==> config.mk <==
export PLATFORM = sky130hd
export DESIGN_NAME = if_fetch
export DESIGN_NICKNAME = d
export VERILOG_FILES = /design/src/rtl/if_fetch.sv
export SDC_FILE = /design/constraint.sdc
export NUM_CORES = 1
export LEC_CHECK = 0
export CELL_PAD_IN_SITES_DETAIL_PLACEMENT = 0
export CELL_PAD_IN_SITES_GLOBAL_PLACEMENT = 1
export CORE_MARGIN = 2
export CORE_UTILIZATION = 44
export CTS_CLUSTER_DIAMETER = 50
export DETAILED_ROUTE_END_ITERATION = 6
export GPL_TIMING_DRIVEN = 0
export PLACE_DENSITY_LB_ADDON = 0.1
export SYNTH_ARGS = -nofsm -noshare
export SYNTH_HDL_FRONTEND = slang
export SYNTH_SLANG_ARGS = --single-unit
==> constraint.sdc <==
create_clock -name clk -period 4.3 [get_ports clk]
set_input_delay 1.29 -clock clk [delete_from_list [all_inputs] [get_ports clk]]
set_output_delay 1.29 -clock clk [all_outputs]
set_load 0.05 [all_outputs]
==> src/rtl/if_fetch.sv <==
// Instruction-fetch stage: reads four bytes per instruction over a byte-wide
// memory port, assembles them little-endian and hands {pc, inst} to IF/ID.
module if_fetch #(
  parameter int                ADDR_W   = 32,
  parameter logic [ADDR_W-1:0] RESET_PC = '0
) (
  input  logic              clk,
  input  logic              rst,
  input  logic              stall_i,
  input  logic              branch_flag_i,
  input  logic [ADDR_W-1:0] branch_target_addr_i,
  input  logic [7:0]        mem_din_i,
  output logic [ADDR_W-1:0] mem_a_o,
  output logic              mem_req_o,
  output logic [ADDR_W-1:0] if_pc_o,
  output logic [31:0]       if_inst_o,
  output logic              if_valid_o,
  output logic [2:0]        dbg_state_o
);

  typedef enum logic [2:0] {
    S_B0   = 3'd0,
    S_B1   = 3'd1,
    S_B2   = 3'd2,
    S_B3   = 3'd3,
    S_B4   = 3'd4,
    S_LAST = 3'd5,
    S_HOLD = 3'd6
  } state_t;

  // Handshake: if_valid_o marks {if_pc_o, if_inst_o} as presented; the word is
  // consumed on a rising edge in S_HOLD where stall_i is low, and is held
  // unchanged for every edge where stall_i is high.

  state_t              state_q, state_d;
  logic [ADDR_W-1:0]   pc_q, pc_d;
  logic [ADDR_W-1:0]   mem_a_d;
  logic                mem_req_d;
  logic [23:0]         buf_q, buf_d;
  logic [ADDR_W-1:0]   if_pc_d;
  logic [31:0]         if_inst_d;
  logic                if_valid_d;

  always_ff @(posedge clk or negedge rst) begin
    if (!rst) begin
      state_q    <= S_B0;
      pc_q       <= RESET_PC;
      buf_q      <= '0;
      mem_a_o    <= '0;
      mem_req_o  <= 1'b0;
      if_pc_o    <= '0;
      if_inst_o  <= '0;
      if_valid_o <= 1'b0;
    end else begin
      state_q    <= state_d;
      pc_q       <= pc_d;
      buf_q      <= buf_d;
      mem_a_o    <= mem_a_d;
      mem_req_o  <= mem_req_d;
      if_pc_o    <= if_pc_d;
      if_inst_o  <= if_inst_d;
      if_valid_o <= if_valid_d;
    end
  end

  always_comb begin
    state_d = state_q;
    if (branch_flag_i) begin
      state_d = S_B0;
    end else begin
      case (state_q)
        S_B0:    state_d = S_B1;
        S_B1:    state_d = S_B2;
        S_B2:    state_d = S_B3;
        S_B3:    state_d = S_B4;
        S_B4:    state_d = S_LAST;
        S_LAST:  state_d = S_HOLD;
        S_HOLD:  state_d = stall_i ? S_HOLD : S_B0;
        default: state_d = S_B0;
      endcase
    end
  end

  // Byte k is captured two edges after its address is issued, since memory
  // answers one cycle after the registered address appears.
  always_comb begin
    pc_d       = pc_q;
    mem_a_d    = mem_a_o;
    mem_req_d  = mem_req_o;
    buf_d      = buf_q;
    if_pc_d    = if_pc_o;
    if_inst_d  = if_inst_o;
    if_valid_d = if_valid_o;
    if (branch_flag_i) begin
      pc_d       = branch_target_addr_i;
      mem_req_d  = 1'b0;
      if_valid_d = 1'b0;
      buf_d      = '0;
    end else begin
      case (state_q)
        S_B0: begin
          mem_a_d   = pc_q;
          mem_req_d = 1'b1;
        end
        S_B1: mem_a_d = pc_q + ADDR_W'(1);
        S_B2: begin
          mem_a_d     = pc_q + ADDR_W'(2);
          buf_d[7:0]  = mem_din_i;
        end
        S_B3: begin
          mem_a_d     = pc_q + ADDR_W'(3);
          buf_d[15:8] = mem_din_i;
        end
        S_B4: begin
          mem_req_d    = 1'b0;
          buf_d[23:16] = mem_din_i;
        end
        S_LAST: begin
          if_inst_d  = {mem_din_i, buf_q};
          if_pc_d    = pc_q;
          if_valid_d = 1'b1;
        end
        S_HOLD: begin
          if (!stall_i) begin
            if_valid_d = 1'b0;
            pc_d       = pc_q + ADDR_W'(4);
          end
        end
        default: ;
      endcase
    end
  end

  assign dbg_state_o = state_q;

endmodule

==> run summary, run 1 <==
Storage element area - 3930 um^2
Post-synth ARST share - 100%
Synth unique cells - 72
N_diodes - 0
Hold_ws - 0.480 ns
Num CTS Buffers - 17
Post-route ant nets - 0
TritonCTS clock tree - yes
Dpl hpwl - 19100 um
Antenna violations before repair - 0
H-tree depth - 4
Final net count - 1057
Post-CTS sizing - 0
Max incr delay on CP - 1.06 ns
Die Width - 141 um
Starting density of the core - 44.5%
DIE HEIGHT - 141 um
CP required - 4.65 ns
Slew @ Worst Pin - 1.22 ns
CTS sink count - 157
DR DRC count - 1
Post-CTS Setup Bufs - 0
Syn Std Cell Area - 8240 um^2
Number of max-cap violations - 0
Area of the multi-input gates - 3940 um^2
Status - finished with violations
Root buf cell - clkbuf_16
Number of setup violations in the final report - 0
Share of cells above drive strength 1 - 14.6%
Top delay family on crit path - simple AND/OR/NAND/NOR gates
RSZ-0062 raised after global routing - false
Max rail drop VDD - 0.285 mV
Crit Path Max Fanout - 6
Clock Pin Slew Worst Setup and Hold Paths - 0.07 ns
Vias/cell - 5.90
Critical path arrival - 3.91 ns
Tot GR Track Use - 28.5%
Power Density - 446 nW/um^2
Cts hold-fix bufs - 0
Global-route wire length before repair - 42800 um
Total wire length - 27600 um
Register area share after synthesis - 47.7%
Slew headroom - 17.9%
Global route overflow - 0
Fin. Hold Viols - 0
Final clock skew - 0.00805 ns
Crit start category - primary input
PortBufs - 144
CORE AREA - 18500 um^2
Final worst path period share - 82.9%
Leakage power total - 4.28 nW
Ys Warns - 0
Worst Setup Path Type - primary input to flop
Failing checks - design-rule violations
Die Area - 19800 um^2
1st-pass router iterations - 7
Top FF cell, synth - dfrtp_1
Post-synth net total - 893
Max Root-Sink Buffers - 2
Pwr Total - 4.76 mW
I/O Pins - 145
HP Class - flop to flop
Area Overhead vs Synth - 29.4%
Largest net degree at the start of global routing - 111
Gate Count Post-Synth - 846
Peak Freq - 281 MHz
Clock latency on the worst-skew pair - 0.44 ns
Post-synth EDFFs - 0
Syn_area_per_cell - 9.73 um^2
Cells along the critical path - clkdlybuf4s50_1 > nand4bb_1 > nor3_1 > nand4_1 > xor2_1 > o21ai_0
Final-layout fill cell count - 1732
Site row count - 50
DR vias - 7416
GP Congestion - 0.958
Worst path bufs/invs - 1
Routed length per instance - 21.9 um
Synthesized flop and latch total - 157
Starting DRC count in detailed routing - 622
Slowest cell on the critical path - nor3_1
Crit end category - flop
Vias in the first global route - 7144
Min Tclk post-route - 3.57 ns
Pins Over Slew Limit - 0
## kinds of logic after synthesis
group	after synthesis	synth area share, %
AND/OR/NAND/NOR	300	18.8
XOR/XNOR	47	5.00
buffers and inverters	81	4.51
multiplexers	68	9.27
adder cells (fa/ha/maj)	3	0.456
AO/OA/AOI/OAI	190	14.3
flip-flops	157	47.7
## final cells by class
type / instances / area share (%)
Multi-Input combinational cell: 608 / 36.9
Sequential cell: 157 / 36.9
Timing Repair Buffer: 145 / 13.8
Clock buffer: 17 / 3.99
Buffer: 71 / 3.14
Tap cell: 234 / 2.75
Clock inverter: 14 / 2.11
Inverter: 10 / 0.352
## cell usage after synthesis (3+ instances only)
cell type / n / share of area [%]
dfrtp_1: 157 / 48
nand2_1: 120 / 5.5
o21ai_0: 70 / 4.3
mux2_2: 66 / 9.0
nor2_1: 43 / 2.0
a21oi_1: 40 / 2.4
clkbuf_1: 38 / 1.7
xnor2_1: 35 / 3.7
nand3_1: 27 / 1.6
buf_2: 23 / 1.4
a31oi_1: 18 / 1.4
nand4_1: 18 / 1.4
nor4_1: 18 / 1.4
nor3_1: 13 / 0.79
xor2_1: 12 / 1.3
inv_1: 10 / 0.46
nand2b_1: 10 / 0.76
and3_1: 7 / 0.53
a211oi_1: 6 / 0.55
a41oi_1: 6 / 0.64
and4_1: 6 / 0.64
buf_4: 6 / 0.55
o211ai_1: 6 / 0.55
nor3_2: 5 / 0.61
o21a_1: 5 / 0.46
nor3b_1: 4 / 0.36
o31a_1: 4 / 0.43
or3_1: 4 / 0.30
a221oi_1: 3 / 0.32
a311oi_1: 3 / 0.32
ha_1: 3 / 0.46
nor4_2: 3 / 0.46
o21ai_1: 3 / 0.18
o221ai_1: 3 / 0.32
or2_2: 3 / 0.23
## registers in the layout (all words and copies together) (netlist names)
signal and count:
mem_req_o 1, mem_a_o 32, if_pc_o 32, if_valid_o 1, if_inst_o 32, dbg_state_o 3, buf_q 24, pc_q 32
## worst reg2reg max path: stages (launching register included)
cell,delay (ns)
dfrtp_1,0.45
clkbuf_1,0.38
clkbuf_1,0.53
xnor2_1,0.16
ha_1,0.31
or2_2,0.41
buf_2,0.26
a21oi_1,0.16
nor2_1,0.07
o41ai_1,0.36
## layer usage
| layer | vias up | global-route usage [%] | share of wire (%) |
|---|---|---|---|
| met2 | 310 | 42.8 | 44 |
| met1 | 3667 | 41.6 | 46 |
| met4 | 0 | 9.00 | 2.3 |
| met3 | 48 | 5.77 | 7.2 |
| met5 | - | 0 | 0 |
| li1 | 3391 | - | - |
## per-stage QoR
step | worst slack [ns] | util [%] | cell area [um^2] | TNS [ns] | instances
after detailed placement | 0.419 | 54.0 | 10000 | 0 | 1225
after floorplan | 1.71 | - | 8240 | 0 | 846
final | 0.735 | 57.5 | 10700 | 0 | 1256
after global routing | 0.767 | 57.5 | 10700 | 0 | 1256
after CTS | 0.869 | 57.5 | 10700 | 0 | 1256
after global placement | -4.69 | 53.8 | 9970 | -732.68 | 1224
## path summary, 6_finish.rpt
check                                end  cells past startpoint  slack, ns       from
min in group asynchronous       pc_q[22]                      1       0.75        rst
setup / recovery                pc_q[31]                      6       0.73    stall_i
hold reg to reg                buf_q[17]                      2       0.48  buf_q[17]
hold / removal                 buf_q[17]                      2       0.48  buf_q[17]
max in group asynchronous  if_inst_o[30]                      2       2.68        rst
setup reg to reg              mem_a_o[4]                      9       1.10    pc_q[1]
## layout by cell type (no fill, tap or decap), drive strengths merged, types with 3 or more instances in the layout
cell type and instances:
a211oi 7, a31oi 18, nand4 20, nor2 43
and4 6, a21oi 40, mux2 66, inv 17
clkdlybuf4s50 143, or3 4, o221ai 3, o21a 5
a311oi 3, nor3 18, nor3b 4, dfrtp 157
ha 3, bufinv 4, clkbuf 56, nand3 27
nand2b 10, xnor2 35, nand2 120, buf 34
and3 7, xor2 12, nor4 22, a41oi 6
o21ai 73, o31a 4, a221oi 3, or4 3
or2 4, o211ai 6
## report_power, final
group          internal [mW]  total (mW)  switching [mW]  leakage (nW)
Sequential              1.64        1.75           0.108          2.04
Clock                  0.997        1.70           0.700         0.313
Combinational          0.442        1.31           0.867          1.93
Total                   3.08        4.76            1.67          4.28
Power figures use the tool's default switching activity.
==> run 2, diff against run 1 <==
--- a/config.mk
+++ b/config.mk
@@ -8,7 +8,7 @@
 export CELL_PAD_IN_SITES_DETAIL_PLACEMENT = 0
 export CELL_PAD_IN_SITES_GLOBAL_PLACEMENT = 1
 export CORE_MARGIN = 2
-export CORE_UTILIZATION = 44
+export CORE_UTILIZATION = 37
 export CTS_CLUSTER_DIAMETER = 50
 export DETAILED_ROUTE_END_ITERATION = 6
 export GPL_TIMING_DRIVEN = 0
==> constraint.sdc (replaced) <==
create_clock -name clk -period 2.9 [get_ports clk]
set_input_delay 0.87 -clock clk [delete_from_list [all_inputs] [get_ports clk]]
set_output_delay 0.87 -clock clk [all_outputs]
set_load 0.05 [all_outputs]
==> run 2 against run 1 <==
Compared with the run above: sequential share of layout area down 0.15 points; hold slack got worse by 0.086 ns; first-iteration DRC count rose by 20%; the flow now finishes without violations.
==> run summary, run 2 (synthesized netlist as in run 1, its figures left out) <==
Post-CTS Setup Bufs - 0
Clock latency on the worst-skew pair - 0.44 ns
Cts hold-fix bufs - 0
Vias/cell - 5.59
Post-CTS sizing - 6
Top delay family on crit path - buffers and inverters
RR Startpoint - dbg_state_o[2]
Clock Pin Slew Worst Setup and Hold Paths - 0.07 ns
Hold_ws - 0.394 ns
Reg2reg end - mem_a_o[30]
Slew @ Worst Pin - 0.987 ns
HP Class - primary input to async pin
Design Area, Final - 10700 um^2
TritonCTS clock tree - yes
Max rail drop VDD - 0.399 mV
DIE HEIGHT - 153 um
Power Density - 648 nW/um^2
Area Overhead vs Synth - 29.9%
Final clock skew - 0.0115 ns
Final net count - 1057
Number of max-cap violations - 0
Share of cells above drive strength 1 - 15.2%
Starting DRC count in detailed routing - 746
Slowest cell on the critical path - clkbuf_1
I/O Pins - 145
H-tree depth - 4
Antenna violations before repair - 0
Dpl hpwl - 20100 um
Global route overflow - 0
Worst path bufs/invs - 3
N_diodes - 0
CP most frequent cell - clkbuf_1
Crit start category - primary input
Min Tclk post-route - 2.87 ns
Leakage power total - 4.30 nW
Reg2Reg Depth - 9
R2r setup slk - 0.17 ns
Die Area - 23500 um^2
Die Width - 153 um
Num CTS Buffers - 17
Max incr delay on CP - 0.69 ns
Vias in the first global route - 7276
GP Congestion - 0.920
Starting density of the core - 37.7%
Total wire length - 29000 um
Max Root-Sink Buffers - 2
1st-pass router iterations - 5
Pre-CTS setup slack - -0.909 ns
Largest net degree at the start of global routing - 83
Post-route ant nets - 0
CORE AREA - 21800 um^2
Final worst path period share - 98.9%
DR DRC count - 0
Status - finished, final reports clean
Worst Setup Path Type - primary input to flop
Crit Path Max Fanout - 10
Number of setup violations in the final report - 0
Critical path arrival - 3.20 ns
Slew headroom - 33.6%
Routed length per instance - 22.3 um
Pins Over Slew Limit - 0
Fin. Hold Viols - 0
Crit end category - flop
Root buf cell - clkbuf_16
Global-route wire length before repair - 44900 um
Peak Freq - 349 MHz
Cells along the critical path - clkdlybuf4s50_1 > clkbuf_1 > nor2_1 > clkbuf_1 > o21ai_0 > o22a_1
Most frequent cells in the layout - 157 x dfrtp_1, 143 x clkdlybuf4s50_1, 120 x nand2_1, 70 x o21ai_0, 66 x mux2_2
DR vias - 7282
RSZ-0062 raised after global routing - false
Tot GR Track Use - 25.0%
Area post-placement - 10100 um^2
CP required - 3.23 ns
Commonest non-fill, non-tap cell in the layout - dfrtp_1
CTS sink count - 157
Pwr Total - 6.93 mW
Final setup margin - 0.0326 ns
Site row count - 54
PortBufs - 144
-- run 2: changes by cell type in the layout (fill, tap and decap cells not counted), sizes merged --
cell	before	now
buf	34	35
bufinv	4	2
clkbuf	56	57
clkinvlp	2	3
-- run 2: metal layers --
layer / GRT usage [%] / up-vias / wire (um)
li1: - / 3370 / -
met1: 37.2 / 3572 / 13900
met2: 36.8 / 289 / 12600
met3: 4.51 / 51 / 1800
met4: 8.33 / 0 / 770
met5: 0 / - / 0
-- run 2: where the power goes --
group | leakage [nW] | internal [mW] | switching (mW)
clock network | 0.291 | 1.34 | 1.05
logic | 1.97 | 0.657 | 1.29
registers | 2.04 | 2.43 | 0.164
-- run 2: per-stage QoR --
stage	instances	TNS [ns]	util, %
global placement	1270	-958.89	45.9
CTS	1303	0	48.9
global route	1303	0	49.0
detailed placement	1271	-63.13	46.1
finish	1303	0	49.0
floorplan	846	0	-
-- run 2: final cells by class --
| class | instances | area, um^2 |
|---|---|---|
| Clock inverter | 13 | 154 |
| Multi-Input combinational cell | 608 | 3960 |
| Buffer | 71 | 343 |
| Inverter | 10 | 37.5 |
| Timing Repair Buffer | 145 | 1470 |
| Sequential cell | 157 | 3930 |
| Tap cell | 280 | 350 |
| Fill cell | 2108 | 11100 |
| Clock buffer | 19 | 453 |
-- run 2: worst max-delay path by stage --
stage / slack, ns / end / cells after the start / from
after floorplan: 0.31 / mem_a_o[28] / 9 / dbg_state_o[1]
after global placement: -5.73 / if_inst_o[29] / 1 / rst
after detailed placement: -0.91 / pc_q[23] / 6 / stall_i
after CTS: 0.009 / pc_q[23] / 6 / stall_i
after global routing: 0.003 / mem_a_o[17] / 6 / branch_flag_i
final: 0.03 / mem_a_o[17] / 6 / branch_flag_i
-- run 2: worst reg2reg max path, stage by stage, from the launching register on --
cell      delay [ns]
dfrtp_1         0.41
nand3b_1        0.27
buf_2           0.26
xnor2_1         0.15
ha_1            0.28
or2_2           0.40
buf_2           0.25
a311oi_1        0.31
a41oi_1         0.08
a31oi_1         0.22
